==> config.mk <==
export PLATFORM = sky130hd
export DESIGN_NAME = weight_load_ctrl
export DESIGN_NICKNAME = d
export VERILOG_FILES = /design/src/rtl/weight_load_ctrl.sv
export SDC_FILE = /design/constraint.sdc
export NUM_CORES = 2
export LEC_CHECK = 0
export BUFFER_PORTS_ARGS = -buffer_cell sky130_fd_sc_hd__buf_2
export CORE_MARGIN = 2
export CORE_UTILIZATION = 62
export DETAILED_ROUTE_END_ITERATION = 12
export MAX_ROUTING_LAYER = met4
export PLACE_DENSITY = 0.85
export SLEW_MARGIN = 20
export SYNTH_ARGS = -nofsm -noshare
export SYNTH_HDL_FRONTEND = slang
export SYNTH_SLANG_ARGS = --single-unit
==> constraint.sdc <==
create_clock -name clk -period 5.5 [get_ports clk]
set_clock_uncertainty 0.2 [all_clocks]
set_input_delay 1.1 -clock clk [delete_from_list [all_inputs] [get_ports clk]]
set_output_delay 1.1 -clock clk [all_outputs]
set_load 0.1 [all_outputs]
==> src/rtl/weight_load_ctrl.sv <==
// weight_load_ctrl: turns a beat stream into packed weight-bank words or per-beat bias-bank words.
module weight_load_ctrl #(
  parameter int CHL_PARA        = 8,
  parameter int BANK_ADDR_WIDTH = 12,
  parameter int BANK_UNIT_WIDTH = 8,
  localparam int BEAT_W = CHL_PARA * BANK_UNIT_WIDTH,
  localparam int WEIT_W = CHL_PARA * BEAT_W,
  localparam int BIAS_W = BEAT_W
) (
  input  logic                       clk,
  input  logic                       rst_n,
  input  logic                       cmd_valid_i,
  output logic                       cmd_ready_o,
  input  logic                       cmd_type_i,
  input  logic [BANK_ADDR_WIDTH-1:0] cmd_base_addr_i,
  input  logic [BANK_ADDR_WIDTH-1:0] cmd_len_i,
  input  logic                       load_data_valid_i,
  output logic                       load_data_ready_o,
  input  logic [BEAT_W-1:0]          load_data_i,
  output logic                       weight_write_en_o,
  output logic [BANK_ADDR_WIDTH-1:0] weight_write_addr_o,
  output logic [WEIT_W-1:0]          weight_write_data_o,
  output logic                       bias_write_en_o,
  output logic [BANK_ADDR_WIDTH-1:0] bias_write_addr_o,
  output logic [BIAS_W-1:0]          bias_write_data_o,
  output logic                       busy_o,
  output logic                       done_o
);
  localparam int CW = CHL_PARA > 1 ? $clog2(CHL_PARA) : 1;
  localparam logic [1:0] IDLE = 2'd0, LOAD_W = 2'd1, LOAD_B = 2'd2, DONE = 2'd3;
  logic [1:0] state;
  logic [BANK_ADDR_WIDTH-1:0] base, len, word_cnt;
  logic [CW-1:0] beat_cnt;
  logic [WEIT_W-1:0] asm_q, asm_next;
  logic beat_ok, last_beat, last_word;
  assign cmd_ready_o       = state == IDLE;
  assign load_data_ready_o = state == LOAD_W || state == LOAD_B;
  assign busy_o            = !cmd_ready_o;
  assign done_o            = state == DONE;
  assign beat_ok   = load_data_valid_i && load_data_ready_o;
  // every bias beat is a whole word; weight words need CHL_PARA beats
  assign last_beat = state == LOAD_B || beat_cnt == CW'(CHL_PARA - 1);
  assign last_word = word_cnt == len;
  always_comb begin
    asm_next = asm_q;
    asm_next[beat_cnt*BEAT_W +: BEAT_W] = load_data_i;
  end
  always_ff @(posedge clk or negedge rst_n) begin
    if (!rst_n) begin
      state               <= IDLE;
      base                <= '0;
      len                 <= '0;
      word_cnt            <= '0;
      beat_cnt            <= '0;
      asm_q               <= '0;
      weight_write_en_o   <= 1'b0;
      weight_write_addr_o <= '0;
      weight_write_data_o <= '0;
      bias_write_en_o     <= 1'b0;
      bias_write_addr_o   <= '0;
      bias_write_data_o   <= '0;
    end else begin
      weight_write_en_o <= 1'b0;
      bias_write_en_o   <= 1'b0;
      case (state)
        IDLE: if (cmd_valid_i) begin
          base     <= cmd_base_addr_i;
          len      <= cmd_len_i;
          word_cnt <= '0;
          beat_cnt <= '0;
          state    <= cmd_type_i ? LOAD_B : LOAD_W;
        end
        LOAD_W, LOAD_B: if (beat_ok) begin
          beat_cnt <= last_beat ? '0 : beat_cnt + CW'(1);
          if (state == LOAD_W) asm_q <= asm_next;
          if (last_beat) begin
            word_cnt <= word_cnt + 1'b1;
            if (last_word) state <= DONE;
          end
          if (state == LOAD_W && last_beat) begin
            weight_write_en_o   <= 1'b1;
            weight_write_addr_o <= base + word_cnt;
            weight_write_data_o <= asm_next;
          end
          if (state == LOAD_B) begin
            bias_write_en_o   <= 1'b1;
            bias_write_addr_o <= base + word_cnt;
            bias_write_data_o <= load_data_i;
          end
        end
        default: state <= IDLE;
      endcase
    end
  end
endmodule

[After elaboration in Yosys (flattened, before gate mapping)]
Cells that the tools add are included.
Storage, ports and cells
  bits in registers: 1155
  input port bits: 93
Operators by class
  add/subtract/negate cells: 4
  eq/ne operators: 9
  shifts and indexed selects: 2
  multiplexer cells: 21
  reduce and logical (&&, ||, !) cells: 15
Operators with widths (count)
  $bwmux 512: 1
  $shift 64x34->512 const A: 1
  $shiftx 64x34->512: 1
  $mux 12: 3
  $neg 9->34: 1
  $pmux 12 s2: 1
  $add 12x1->12 const B: 1
  $add 12x12->12: 1
  $eq 12x12->1: 1
  $reduce_and 3->1: 4
  $mux 2: 5
  $mux 3: 3
  $ne 2x2->1 const B: 4
  $reduce_and 4->1: 2
  $mux 1: 6
  $pmux 3 s2: 1
  $eq 2x2->1 const B: 2
  $pmux 2 s2: 1
  $add 3x1->3 const B: 1
  $eq 3x3->1 const B: 1
  $eq 2x1->1 const B: 1
  $logic_and 1x1->1: 2
  $logic_not 2->1: 1
  $logic_or 1x1->1: 2
  4 further kinds: 4

[Depth between registers and ports, before layout]
  word-level depth: 6
  depth in mapped cells: 12
  mapped depth without buffers: 8

[Worst setup path after synthesis]
No wires, ideal clock.
  path kind: register to output
  start point: register state[0]
  end point: output busy_o
  arrival time: 2.057 ns
  required time: 4.200 ns
  path slack: 2.143 ns
  cell stages (with the launch flop): 4
  path through: dfrtp_1 inv_1 ha_1 inv_1
On the way
  cells in the longest elaborated chain, start to end: 2
Ends and longest elaborated chain
  from (decl): RTL line 31  | logic [1:0] state;
  from (signal assigned): RTL line 71  | state <= cmd_type_i ? LOAD_B : LOAD_W;
  $logic_not 2->1: RTL line 36  | assign cmd_ready_o = state == IDLE;
  via cmd_ready_o: RTL line 13  | output logic cmd_ready_o,
  $logic_not 1->1: RTL line 38  | assign busy_o = !cmd_ready_o;
  to (decl): RTL line 26  | output logic busy_o,
The timed path passes the listed nets, and every way through them passes these cells.

[Worst setup path after layout]
  start point: register beat_cnt[0]
  end point: register asm_q[340]
On the way
  cells in the longest elaborated chain, start to end: 3
  elaborated cells between the ends (all ways): 4
Ends and longest elaborated chain
  from (decl): RTL line 33  | logic [CW-1:0] beat_cnt;
  from (signal assigned): RTL line 74  | beat_cnt <= last_beat ? '0 : beat_cnt + CW'(1);
  $neg 9->34 *: RTL line 46  | asm_next[beat_cnt*BEAT_W +: BEAT_W] = load_data_i;
  $shiftx 64x34->512 / $shift 64x34->512 (equally long branches): RTL line 46
  $bwmux 512 *: RTL line 46
  to (signal assigned): RTL line 75  | if (state == LOAD_W) asm_q <= asm_next;
  to (decl): RTL line 34  | logic [WEIT_W-1:0] asm_q, asm_next;
Mark *: on every way between the ends. The rest lies on a longest branch, timed or not.
A chain may end at the register's enable or synchronous reset.

==> impl_metrics.json <==
{
  "status": "completed",
  "hold_buffers": 0,
  "yosysMostFrequentCell": "dfrtp_1",
  "max_cap_violations": 0,
  "fp.dieH_um": 281,
  "ant_nets": 0,
  "reg2regPathDepth": 8,
  "synthTopCellsByArea": "dfrtp_1 (61%), nand2_1 (8.2%), o21ai_0 (7.8%)",
  "synthArstFlopShare_pct": 100,
  "grt_usage_pct": 37.4,
  "place_inst": 6152,
  "syn-num-nets": 4848,
  "cts_tree": "done",
  "crit_path_start": "beat_cnt[0]$_DFFE_PN0P_",
  "cts.sinks": 1155,
  "die-width_um": 281,
  "setup_viol": 0,
  "ys_seq_elements": 1155,
  "min-delay-start": "weight_write_data_o[195]$_DFFE_PN0P_",
  "cp-end-kind": "flip-flop",
  "coreArea_um2": 75900,
  "p_leak_nw": 27.3,
  "path_class": "reg -> reg",
  "drt_pass1_iterations": 7,
  "grt_use_met2_pct": 58.1,
  "worstHoldPathType": "reg -> reg",
  "netlist_area_um2": 47600,
  "finalPower_mw": 26.2,
  "dpl.hpwl_mm": 92.5,
  "peakVddDrop_v": 0.000569,
  "final_core_util_pct": 73.1,
  "clk_pin_slew_ns": 0.06,
  "finalWirelength_mm": 144,
  "io_buffers": 698,
  "setup_ws_ns": 1.23,
  "grt_pass1_wl_mm": 217,
  "nFillCells": 4997,
  "yosys.area.top_type": "dfrtp_1",
  "routedWlPerCell_um": 22.6,
  "use_met3_pct": 8.50,
  "synth_edf_count": 0,
  "drcViolationCount": 0,
  "rsz0062_at_grt": "false",
  "final.min_clock_period_ns": 4.27,
  "fmax_mhz": 234,
  "netlist_top_cells_count": "dfrtp_1 (1,155), nand2_1 (1,042), o21ai_0 (744), a21oi_1 (364), nor2_1 (350)",
  "synth.top_cell.area_share_pct": 60.7,
  "finalSetupTns_ns": 0,
  "netlist_instances": 4733,
  "worstPathArrival_ns": 4.63,
  "final_area_um2": 55500,
  "drv_slew": 0,
  "dpl_cell_area_um2": 51600,
  "grt-ovfl-total": 0,
  "syn_area_per_cell_um2": 10.1,
  "drive_gt1_share_pct": 22.5,
  "avgViaCountPerCell": 5.99,
  "yosysWarningCount": 0,
  "reg2reg_to": "asm_q[340]$_DFFE_PN0P_",
  "ios": 699,
  "antenna_found_initial": 9,
  "start_kind": "flip-flop",
  "htreeDepth": 3,
  "clockBufferDepth": 3,
  "period_share_pct": 77.7,
  "vias": 38117,
  "synth_cell_types": 46,
  "hold_end": "weight_write_data_o[195]$_DFFE_PN0P_",
  "crit-reg2reg-launch": "beat_cnt[0]$_DFFE_PN0P_",
  "area_growth_pct": 16.7,
  "hold_depth": 2,
  "grt_max_degree": 245,
  "met1_usage_pct": 44.5,
  "initial_core_util_pct": 62.7,
  "maxSlewHeadroom_pct": 24.5,
  "worst_ep_required_time_ns": 5.86,
  "ys.flop_type": "dfrtp_1",
  "insertion_delay_ns": 0.69,
  "cts_buffers": 113,
  "busiest_layer": "met2",
  "finalNonFillerCells": 6367,
  "num_rows": 101,
  "grt_pass1_vias": 36952,
  "tightest_slew_ns": 1.13,
  "drt-initial-drc-count": 3999,
  "gp_congestion": 0.922,
  "post_cts_buffers": 0,
  "p_per_area_nw_per_um2": 472,
  "place_ws_ns": 1.43,
  "yosysSeqAreaShare_pct": 60.7,
  "rrSetupSlack_ns": 1.23,
  "nets": 5352,
  "cts-root-buf": "clkbuf_16",
  "hold_viol_final": 0,
  "cts_resized": 0,
  "crit_fanout": 97,
  "die_area_um2": 79000,
  "whs_ns": 0.272
}
-- per-layer routing --
| layer | up-vias | part of all wire (%) |
|---|---|---|
| met5 | - | 0 |
| met4 | 0 | 7.5 |
| met3 | 492 | 9.3 |
| met2 | 1943 | 48 |
| met1 | 18698 | 36 |
| li1 | 16984 | - |
-- worst max-delay path: stages, from the launching register on --
cell and delay, ns:
dfrtp_4 0.50, inv_1 0.20, ha_1 0.23, ha_1 0.43
nor2b_1 0.79, nand3_4 0.98, buf_4 0.59, nand2_1 0.10
o21ai_0 0.09
-- cell type report --
| class | count | area, um^2 | share of cell area, % |
|---|---|---|---|
| clock buffer | 176 | 3460 | 6.23 |
| multi-input combinational | 3197 | 17200 | 31.0 |
| clock inverter | 31 | 452 | 0.813 |
| timing repair buffer | 761 | 4170 | 7.50 |
| antenna | 8 | 20.0 | 0.0360 |
| sequential | 1155 | 28900 | 52.1 |
| tap | 1030 | 1290 | 2.32 |
| inverter | 9 | 33.8 | 0.0608 |
-- registers in the layout, indices dropped and copies added, names as in the netlist --
name and cells:
asm_q 512, base 12, beat_cnt 3, bias_write_addr_o 12, bias_write_data_o 64, bias_write_en_o 1
len 12, state 2, weight_write_addr_o 12, weight_write_data_o 512, weight_write_en_o 1, word_cnt 12
-- power breakdown --
| part | leakage (nW) | internal (mW) | switching [mW] |
|---|---|---|---|
| clock network | 1.93 | 4.70 | 3.35 |
| registers | 15.8 | 9.48 | 0.587 |
| logic | 9.51 | 1.80 | 6.31 |
| total | 27.3 | 16.0 | 10.2 |
-- worst max path at each step --
stage and end:
3_3_place_gp asm_q[336]$_DFFE_PN0P_, 5_1_grt asm_q[340]$_DFFE_PN0P_, 4_1_cts asm_q[340]$_DFFE_PN0P_, 2_1_floorplan busy_o, 3_5_place_dp asm_q[340]$_DFFE_PN0P_, 6_report asm_q[340]$_DFFE_PN0P_
-- layout by cell type (no fill, tap or decap), types with 27 or more instances in the layout --
| cell | synthesis | routed |
|---|---|---|
| dfrtp_1 | 1155 | 1154 |
| nand2_1 | 1042 | 1039 |
| o21ai_0 | 744 | 744 |
| buf_2 | 141 | 697 |
| a21oi_1 | 364 | 364 |
| nor2_1 | 350 | 349 |
| mux2_2 | 238 | 238 |
| mux2i_1 | 154 | 154 |
| o21ai_1 | 127 | 127 |
| clkbuf_16 | 0 | 116 |
| buf_4 | 2 | 47 |
| clkbuf_8 | 0 | 33 |
| clkbuf_1 | 213 | 27 |
-- cells by family (layout without fill, tap and decap cells) --
| logic type | after synthesis | count (layout) | synth area share [%] |
|---|---|---|---|
| and+or+nand+nor | 1458 | 1458 | 11.8 |
| DFF | 1155 | 1155 | 60.7 |
| buffers and inverters | 381 | 977 | 3.42 |
| AOI/OAI and AO/OA | 1287 | 1287 | 13.8 |
| other | 0 | 8 | 0 |
| xor gates and xnor gates | 33 | 33 | 0.607 |
| adders and majority gates | 22 | 22 | 0.594 |
| muxes | 397 | 397 | 8.99 |
No activity file was read; power rests on OpenSTA's default activity.
